===== src/rtl/decode_stage.sv =====
// RV32I decode stage: IF/ID decode, register file with WB write-through,
// immediate/control generation, load-use hazard detection and the ID/EX
// pipeline register.
module decode_stage #(
  parameter int DATA_WIDTH = 32,
  parameter int ADDR_WIDTH = 32,
  parameter int NREGS      = 32,
  localparam int REG_AW    = $clog2(NREGS)
) (
  input  logic                  clk,
  input  logic                  rst_n,
  input  logic                  if_valid_i,
  input  logic [31:0]           if_instr_i,
  input  logic [ADDR_WIDTH-1:0] if_pc_i,
  input  logic                  flush_i,
  input  logic                  wb_we_i,
  input  logic [REG_AW-1:0]     wb_rd_i,
  input  logic [DATA_WIDTH-1:0] wb_data_i,
  output logic                  stall_o,
  output logic                  ex_valid_o,
  output logic [ADDR_WIDTH-1:0] ex_pc_o,
  output logic [DATA_WIDTH-1:0] ex_rd1_o,
  output logic [DATA_WIDTH-1:0] ex_rd2_o,
  output logic [DATA_WIDTH-1:0] ex_imm_o,
  output logic [REG_AW-1:0]     ex_rs1_o,
  output logic [REG_AW-1:0]     ex_rs2_o,
  output logic [REG_AW-1:0]     ex_rd_o,
  output logic [3:0]            ex_alu_ctrl_o,
  output logic [7:0]            ex_ctrl_o,
  output logic [DATA_WIDTH-1:0] a0_o
);

  localparam logic [6:0] OP_R      = 7'b0110011;
  localparam logic [6:0] OP_IALU   = 7'b0010011;
  localparam logic [6:0] OP_LOAD   = 7'b0000011;
  localparam logic [6:0] OP_STORE  = 7'b0100011;
  localparam logic [6:0] OP_BRANCH = 7'b1100011;
  localparam logic [6:0] OP_JAL    = 7'b1101111;
  localparam logic [6:0] OP_JALR   = 7'b1100111;
  localparam logic [6:0] OP_LUI    = 7'b0110111;

  // control bundle bit positions
  localparam int C_RW   = 0;
  localparam int C_MRD  = 1;
  localparam int C_MWR  = 2;
  localparam int C_ASRC = 3;
  localparam int C_BR   = 4;
  localparam int C_JAL  = 5;
  localparam int C_JALR = 6;
  localparam int C_ILL  = 7;

  localparam logic [3:0] ALU_ADD = 4'b0000;
  localparam logic [3:0] ALU_SUB = 4'b1000;

  typedef struct packed {
    logic                  valid;
    logic [ADDR_WIDTH-1:0] pc;
    logic [DATA_WIDTH-1:0] rd1;
    logic [DATA_WIDTH-1:0] rd2;
    logic [DATA_WIDTH-1:0] imm;
    logic [REG_AW-1:0]     rs1;
    logic [REG_AW-1:0]     rs2;
    logic [REG_AW-1:0]     rd;
    logic [3:0]            alu;
    logic [7:0]            ctrl;
  } idex_t;

  idex_t ex_q, ex_d;

  logic [NREGS-1:0][DATA_WIDTH-1:0] rf_q, rf_d;

  // instruction fields; register indices keep only the low REG_AW bits
  logic [6:0]        opcode;
  logic [2:0]        funct3;
  logic              funct7b5;
  logic [REG_AW-1:0] rs1_idx, rs2_idx, rd_idx;

  assign opcode   = if_instr_i[6:0];
  assign funct3   = if_instr_i[14:12];
  assign funct7b5 = if_instr_i[30];
  assign rd_idx   = if_instr_i[7  +: REG_AW];
  assign rs1_idx  = if_instr_i[15 +: REG_AW];
  assign rs2_idx  = if_instr_i[20 +: REG_AW];

  // raw 32-bit immediates for every format, sign taken from instr[31]
  logic [31:0] imm_i, imm_s, imm_b, imm_j, imm_u;

  assign imm_i = {{20{if_instr_i[31]}}, if_instr_i[31:20]};
  assign imm_s = {{20{if_instr_i[31]}}, if_instr_i[31:25], if_instr_i[11:7]};
  assign imm_b = {{19{if_instr_i[31]}}, if_instr_i[31], if_instr_i[7],
                  if_instr_i[30:25], if_instr_i[11:8], 1'b0};
  assign imm_j = {{11{if_instr_i[31]}}, if_instr_i[31], if_instr_i[19:12],
                  if_instr_i[20], if_instr_i[30:21], 1'b0};
  assign imm_u = {if_instr_i[31:12], 12'h000};

  logic [7:0]  ctrl_dec;
  logic [3:0]  alu_dec;
  logic [31:0] imm32;
  logic        uses_rs1, uses_rs2, is_lui;

  // opcode decode: control bundle, ALU op, immediate format, operand usage
  always_comb begin
    ctrl_dec = 8'h00;
    alu_dec  = ALU_ADD;
    imm32    = 32'h0;
    uses_rs1 = 1'b1;
    uses_rs2 = 1'b0;
    is_lui   = 1'b0;
    case (opcode)
      OP_R: begin
        ctrl_dec[C_RW] = 1'b1;
        alu_dec        = {funct7b5, funct3};
        uses_rs2       = 1'b1;
      end
      OP_IALU: begin
        ctrl_dec[C_RW]   = 1'b1;
        ctrl_dec[C_ASRC] = 1'b1;
        // only the shift-right group uses instr[30] as an op qualifier;
        // elsewhere it is just an immediate bit
        alu_dec          = {(funct3 == 3'b101) ? funct7b5 : 1'b0, funct3};
        imm32            = imm_i;
      end
      OP_LOAD: begin
        ctrl_dec[C_RW]   = 1'b1;
        ctrl_dec[C_MRD]  = 1'b1;
        ctrl_dec[C_ASRC] = 1'b1;
        imm32            = imm_i;
      end
      OP_STORE: begin
        ctrl_dec[C_MWR]  = 1'b1;
        ctrl_dec[C_ASRC] = 1'b1;
        imm32            = imm_s;
        uses_rs2         = 1'b1;
      end
      OP_BRANCH: begin
        ctrl_dec[C_BR] = 1'b1;
        alu_dec        = ALU_SUB;
        imm32          = imm_b;
        uses_rs2       = 1'b1;
      end
      OP_JAL: begin
        ctrl_dec[C_RW]  = 1'b1;
        ctrl_dec[C_JAL] = 1'b1;
        imm32           = imm_j;
        uses_rs1        = 1'b0;
      end
      OP_JALR: begin
        ctrl_dec[C_RW]   = 1'b1;
        ctrl_dec[C_ASRC] = 1'b1;
        ctrl_dec[C_JALR] = 1'b1;
        imm32            = imm_i;
      end
      OP_LUI: begin
        ctrl_dec[C_RW]   = 1'b1;
        ctrl_dec[C_ASRC] = 1'b1;
        imm32            = imm_u;
        uses_rs1         = 1'b0;
        is_lui           = 1'b1;
      end
      default: begin
        ctrl_dec[C_ILL] = 1'b1;
      end
    endcase
  end

  // register reads with write-through from the WB port; x0 always reads 0
  logic [DATA_WIDTH-1:0] rs1_val, rs2_val;

  always_comb begin
    rs1_val = rf_q[rs1_idx];
    if (rs1_idx == '0)
      rs1_val = '0;
    else if (wb_we_i && (wb_rd_i == rs1_idx))
      rs1_val = wb_data_i;
  end

  // rs2 read, same bypass rule as rs1
  always_comb begin
    rs2_val = rf_q[rs2_idx];
    if (rs2_idx == '0)
      rs2_val = '0;
    else if (wb_we_i && (wb_rd_i == rs2_idx))
      rs2_val = wb_data_i;
  end

  // load-use hazard against the instruction currently in ID/EX
  logic hazard;

  assign hazard = if_valid_i && ex_q.valid && ex_q.ctrl[C_MRD] && (ex_q.rd != '0) &&
                  ((uses_rs1 && (rs1_idx == ex_q.rd)) ||
                   (uses_rs2 && (rs2_idx == ex_q.rd)));

  // a redirect kills the dependent instruction, so there is nothing to hold
  assign stall_o = hazard && !flush_i;

  // ID/EX next state: decoded bundle, downgraded to a bubble on
  // flush, hazard or an empty IF/ID slot (payload fields left as-is)
  always_comb begin
    ex_d       = '0;
    ex_d.valid = 1'b1;
    ex_d.pc    = if_pc_i;
    ex_d.rd1   = is_lui ? '0 : rs1_val;
    ex_d.rd2   = rs2_val;
    ex_d.imm   = DATA_WIDTH'($signed(imm32));
    ex_d.rs1   = rs1_idx;
    ex_d.rs2   = rs2_idx;
    ex_d.rd    = rd_idx;
    ex_d.alu   = alu_dec;
    ex_d.ctrl  = ctrl_dec;
    if (flush_i || hazard || !if_valid_i) begin
      ex_d.valid = 1'b0;
      ex_d.ctrl  = 8'h00;
    end
  end

  // register file next state; x0 is never written so it stays 0 after reset
  always_comb begin
    rf_d = rf_q;
    if (wb_we_i && (wb_rd_i != '0))
      rf_d[wb_rd_i] = wb_data_i;
  end

  // ID/EX pipeline register
  always_ff @(posedge clk or negedge rst_n) begin
    if (!rst_n) ex_q <= '0;
    else        ex_q <= ex_d;
  end

  // register file storage
  always_ff @(posedge clk or negedge rst_n) begin
    if (!rst_n) rf_q <= '0;
    else        rf_q <= rf_d;
  end

  assign ex_valid_o    = ex_q.valid;
  assign ex_pc_o       = ex_q.pc;
  assign ex_rd1_o      = ex_q.rd1;
  assign ex_rd2_o      = ex_q.rd2;
  assign ex_imm_o      = ex_q.imm;
  assign ex_rs1_o      = ex_q.rs1;
  assign ex_rs2_o      = ex_q.rs2;
  assign ex_rd_o       = ex_q.rd;
  assign ex_alu_ctrl_o = ex_q.alu;
  assign ex_ctrl_o     = ex_q.ctrl;
  assign a0_o          = rf_q[10];

endmodule


===== config.mk =====
export PLATFORM = sky130hd
export DESIGN_NAME = decode_stage
export DESIGN_NICKNAME = d
export VERILOG_FILES = /design/src/rtl/decode_stage.sv
export SDC_FILE = /design/constraint.sdc
export NUM_CORES = 2
export LEC_CHECK = 0
export BUFFER_PORTS_ARGS = -buffer_cell sky130_fd_sc_hd__buf_2
export CORE_MARGIN = 2
export CORE_UTILIZATION = 65
export CTS_BUF_LIST = sky130_fd_sc_hd__clkbuf_8 sky130_fd_sc_hd__clkbuf_16
export DETAILED_ROUTE_END_ITERATION = 16
export PLACE_DENSITY = 0.88
export SLEW_MARGIN = 25
export SYNTH_ARGS = -nofsm -noshare
export SYNTH_HDL_FRONTEND = slang
export SYNTH_SLANG_ARGS = --single-unit

===== constraint.sdc =====
create_clock -name clk -period 3.2 [get_ports clk]
set_clock_uncertainty 0.05 [all_clocks]
set_input_delay 0.48 -clock clk [delete_from_list [all_inputs] [get_ports clk]]
set_output_delay 0.48 -clock clk [all_outputs]
set_load 0.02 [all_outputs]

Yosys cells after proc, flatten, opt, wreduce, memory -nomap -nowiden

Index checks and enable logic that the tools add are counted.
Widths: inputs -> output; s select.

Flip-flop bits (word level): 1,180
Latch bits: 0
RAM bits: 0
Bits in read-only memories: 0
Bits of input ports: 106
Word-level logic and storage cells: 113
Memories kept: 0

Add/sub/neg operators: 0
Multipliers: 0
Divide/modulo/power cells: 0
$lt $le $gt $ge: 4
Equality and inequality tests: 13
Shift-type cells: 0
Multiplexer cells: 28
Bitwise operators: 0
Reduce and logical (&&, ||, !) cells: 26

Operator list:

| cell               | count |
|---|---|
| $bwmux 1024        | 1 |
| $bmux 32 s5        | 2 |
| $mux 32            | 8 |
| $demux 32 s5       | 1 |
| $pmux 32 s5        | 1 |
| $eq 7x6->1 const B | 3 |
| $eq 7x7->1 const B | 3 |
| $eq 5x5->1         | 4 |
| $lt 5x6->1 const B | 3 |
| $mux 1             | 13 |
| $pmux 4 s3         | 1 |
| $logic_and 1x1->1  | 11 |
| $logic_not 5->1    | 2 |
| $reduce_bool 5->1  | 2 |
| $mux 8             | 1 |
| $reduce_or 8->1    | 1 |
| $eq 7x2->1 const B | 1 |
| $eq 7x5->1 const B | 1 |
| $reduce_or 3->1    | 2 |
| $reduce_or 6->1    | 1 |
| $ge 5x1->1 const B | 1 |
| $reduce_or 5->1    | 1 |
| $eq 3x3->1 const B | 1 |
| $logic_or 1x1->1   | 3 |
| other kinds (2)    | 3 |

Depth between registers and ports, before layout

Depth after elaboration: 9
Depth in mapped cells: 10
Mapped depth without buffers: 5

Worst setup path before layout

OpenSTA, ideal clock, no wires.

Path type: input -> output
Start: in if_instr_i[20]
End: out stall_o
Arrival time: 2,179 ps
Required time: 2,670 ps
Setup slack: 491 ps
Stages on the path: 7
Path buffers: 3
Path through: clkbuf_1 > clkbuf_1 > buf_2 > xor2_1 > nor4_1 > nand4_1 > a211oi_1

Word-level cells in the longest chain between the ends: 5

RTL lines:

| what              | RTL line | RTL |
|---|---|---|
| start, declared   | 13       | `input logic [31:0] if_instr_i,` |
| $eq 5x5->1        | 191      | `(uses_rs2 && (rs2_idx == ex_q.rd)));` |
| $logic_and 1x1->1 | 191      |  |
| $logic_or 1x1->1  | 190      | `((uses_rs1 && (rs1_idx == ex_q.rd)) \|\|` |
| $logic_and 1x1->1 | 189      | `assign hazard = if_valid_i && ex_q.valid && ex_q.ctrl[C_MRD] && (ex_q.rd != '0) &&` |
| $logic_and 1x1->1 | 194      | `assign stall_o = hazard && !flush_i;` |
| end, declared     | 19       | `output logic stall_o,` |

No other way between the ends.

Worst setup path in the final report

Start: in if_instr_i[18]
End: out stall_o

Word-level cells in the longest chain between the ends: 5

RTL lines:

| what              | RTL line |
|---|---|
| $eq 5x5->1        | 190 |
| $logic_and 1x1->1 | 190 |
| $logic_or 1x1->1  | 190 |
| $logic_and 1x1->1 | 189 |
| $logic_and 1x1->1 | 194 |

No other way between the ends.

==> results.yml <==
status:
  run_status: "completed"
global_route:
  grt_first_pass_wirelength_mm: 271
  first_global_vias: 42600
  groute.usage.overall_pct: 39.1
  grt_max_degree: 116
  initial_antenna_violation_count: 7
  grt.overflow.total: 0
job:
  drv.max_cap_violation_count: 0
detailed_routing:
  drc_errors: 0
  drtPass1Iterations: 9
  drtIter0Drc: 5414
  final_antenna_net_count: 0
  total_number_of_vias: 40500
  vias_per_cell: 7.49
  wl_per_cell_um: 33.4
  routed_wirelength_mm: 181
synth:
  synth_enable_flop_cells: 0
  postSynthCellCount: 3931
  post_synth.cell_area_avg_um2: 15.2
  synthArstFlopShare_pct: 100
  ys.flop_type: "dfrtp_1"
  seq_area_frac_synth_pct: 49.6
  postSynthNetCount: 4037
  yosys_warnings: 0
  summed_instance_area_of_the_synthesized_netlist_um2: 59600
  synth_cell_type_count: 58
  synth.ff_latch_count: 1180
die:
  design.die.area_um2: 94100
  ios: 295
  initial_utilization_pct: 65.3
  dieWidth_um: 307
  die_y_um: 307
  placement_rows: 111
  floorplan.core_area_um2: 91200
placed_design:
  place.detailed.hpwl_mm: 105
  port_buffers: 294
  gpl.final_weighted_congestion: 0.894
  place_worst_setup_slack_ns: 0.429
sta:
  maxSlewHeadroom_pct: 31.8
  final.period_utilization_pct: 96.9
  hold_viol: 0
  setup_slack_ns: 0.100
  final-max-slew-violation-count: 0
  timing.setup.tns_ns: 0
  setup_repair_after_global_routing_missed_its_margin: "false"
  final_period_minus_worst_setup_slack_ns: 3.10
  report.final.setup_viol: 0
  worst-slew-pin-transition_ns: 1.02
  max_clock_freq_mhz: 323
setup_path:
  worst-setup-path-type: "primary input to primary output"
  critPathLaunch: "if_instr_i[18]"
  timing.critical_path.slowest_cell_delay_ns: 0.58
  critPathMostFrequentCell: "buf_2"
  slowest_cell_on_the_critical_path: "or4_1"
  worst-endpoint-arrival_ns: 2.57
  path_cells: "dlygate4sd3_1, buf_2, xnor2_1, nand3_1, or4_1, a211oi_2, buf_2"
  crit_fanout: 7
  setup.worst_path.end_class: "primary output"
  setup.worst_path.start_class: "primary input"
  reg2reg_from: "ex_rd_o[2]"
  timing.critical_path.required_ns: 2.67
clocking:
  cts_made_buffers: 120
  cts_setup_buffers: 0
  clock_tree_from_tritoncts: "done"
  clock-sinks: 1180
  root_buffer: "clkbuf_16"
  insertion_delay_ns: 0.74
  clockBufferDepth: 3
  clkTransAtPathRegs_ns: 0.06
  ctsHtreeMaxLevel: 3
finish:
  area_delta_synth_final_pct: 13.5
  most-common-layout-cells: "dfrtp_1 (1180), mux2_1 (892), mux4_2 (455), buf_2 (286), mux2i_1 (224)"
  layout-drive-gt1-share_pct: 30.6
  num-nets-final: 4230
  layout.cells.most_common: "dfrtp_1"
  postLayoutCoreUtil_pct: 74.1
pwr:
  power.density_nw_per_um2: 633
  p_leak_nw: 31.0
  irDropWorstVdd_v: 0.000491
worst_hold_path:
  beginning_of_the_worst_hold_path: "if_instr_i[5]"
  hold_path_class: "primary input to flop"
==> path summary, 6_finish.rpt <==
path | end | cells after the start | slack [ns]
hold / removal | ex_alu_ctrl_o[3] | 3 | 0.06
max in group asynchronous | a0_o[14] | 3 | 1.73
setup reg to reg | ex_ctrl_o[5] | 5 | 1.11
hold reg to reg | rf_q[1] | 0 | 0.35
min in group asynchronous | rf_q[126] | 2 | 0.25
setup / recovery | stall_o | 7 | 0.10
==> cells by family (layout without fill, tap and decap cells) <==
| family | Yosys count | in the layout | synth area share [%] |
|---|---|---|---|
| AOI/OAI and AO/OA | 364 | 364 | 4.68 |
| xor gates and xnor gates | 20 | 20 | 0.294 |
| buffers and inverters | 468 | 762 | 3.61 |
| DFF | 1180 | 1180 | 49.6 |
| muxes | 1671 | 1671 | 39.7 |
| other | 0 | 4 | 0 |
| and+or+nand+nor | 228 | 228 | 2.11 |
==> synthesized netlist by cell type (23+ instances only) <==
cell | instances | area share, %
clkbuf_1 | 263 | 1.7
nor2b_1 | 32 | 0.34
nand2_1 | 23 | 0.14
nor3b_1 | 27 | 0.34
buf_4 | 48 | 0.60
a22oi_1 | 40 | 0.50
a211oi_1 | 28 | 0.35
dfrtp_1 | 1180 | 50
nor2_1 | 55 | 0.35
mux2i_1 | 224 | 3.8
o22ai_1 | 62 | 0.65
mux4_2 | 455 | 17
buf_2 | 81 | 0.68
mux2_1 | 892 | 17
nor3_1 | 30 | 0.25
a21oi_1 | 24 | 0.20
a221oi_1 | 60 | 0.88
a32o_1 | 32 | 0.54
mux2_2 | 100 | 1.9
buf_1 | 61 | 0.38
a211o_1 | 33 | 0.49
==> layer usage <==
layer / share of wire, % / wire length [um] / GRT usage (%)
met5: 0.029 / 52 / 0
met3: 12 / 22100 / 11.4
met1: 35 / 62900 / 50.6
met2: 46 / 82900 / 58.9
met4: 7.2 / 13000 / 24.2
==> state kept, by name, summed over array words and instances, names as in the netlist <==
register       cells
ex_imm_o          32
ex_rd2_o          32
ex_ctrl_o          8
ex_rd_o            5
ex_rs2_o           5
ex_rd1_o          32
ex_valid_o         1
ex_alu_ctrl_o      4
rf_q             992
ex_pc_o           32
ex_rs1_o           5
a0_o              32
==> critical path, delay by kind of cell <==
family          cells  cell delay, ns
compound gates      1            0.30
simple gates        2            0.68
xor+xnor            1            0.18
buf+inv             3            0.94
==> repair_timing <==
action                                  in CTS  in global routing
hold buffers                                52                  0
endpoints found under the setup margin       0                  1
gates resized for setup                      0                  1
endpoints found under the hold margin      117                  0
==> through the flow <==
stage	power (mW)	cells	instance area (um2)	hold slack (ns)
after global routing	44.1	5413	67600	0.0591
after detailed placement	27.5	5135	62700	0.332
final	42.8	5415	67600	0.0551
after floorplan	24.8	3931	59600	0.134
after global placement	26.9	5135	62700	0.327
after CTS	42.7	5410	67600	0.0286
==> where the power goes <==
group	internal [mW]	total, mW	switching [mW]	leakage [nW]
clock network	8.97	15.1	6.15	2.19
logic	4.38	7.93	3.55	13.7
registers	17.6	19.7	2.17	15.1
==> area by class of cell <==
class,instances,area [um2]
inverters,2,7.51
multi-input cells,2283,28100
flip-flops and latches,1180,29500
clock inverters,67,788
clock buffers,156,3510
diodes,4,10.0
fillers,5183,23600
repair buffers,537,4160
well taps,1186,1480
Power figures use the tool's default switching activity.
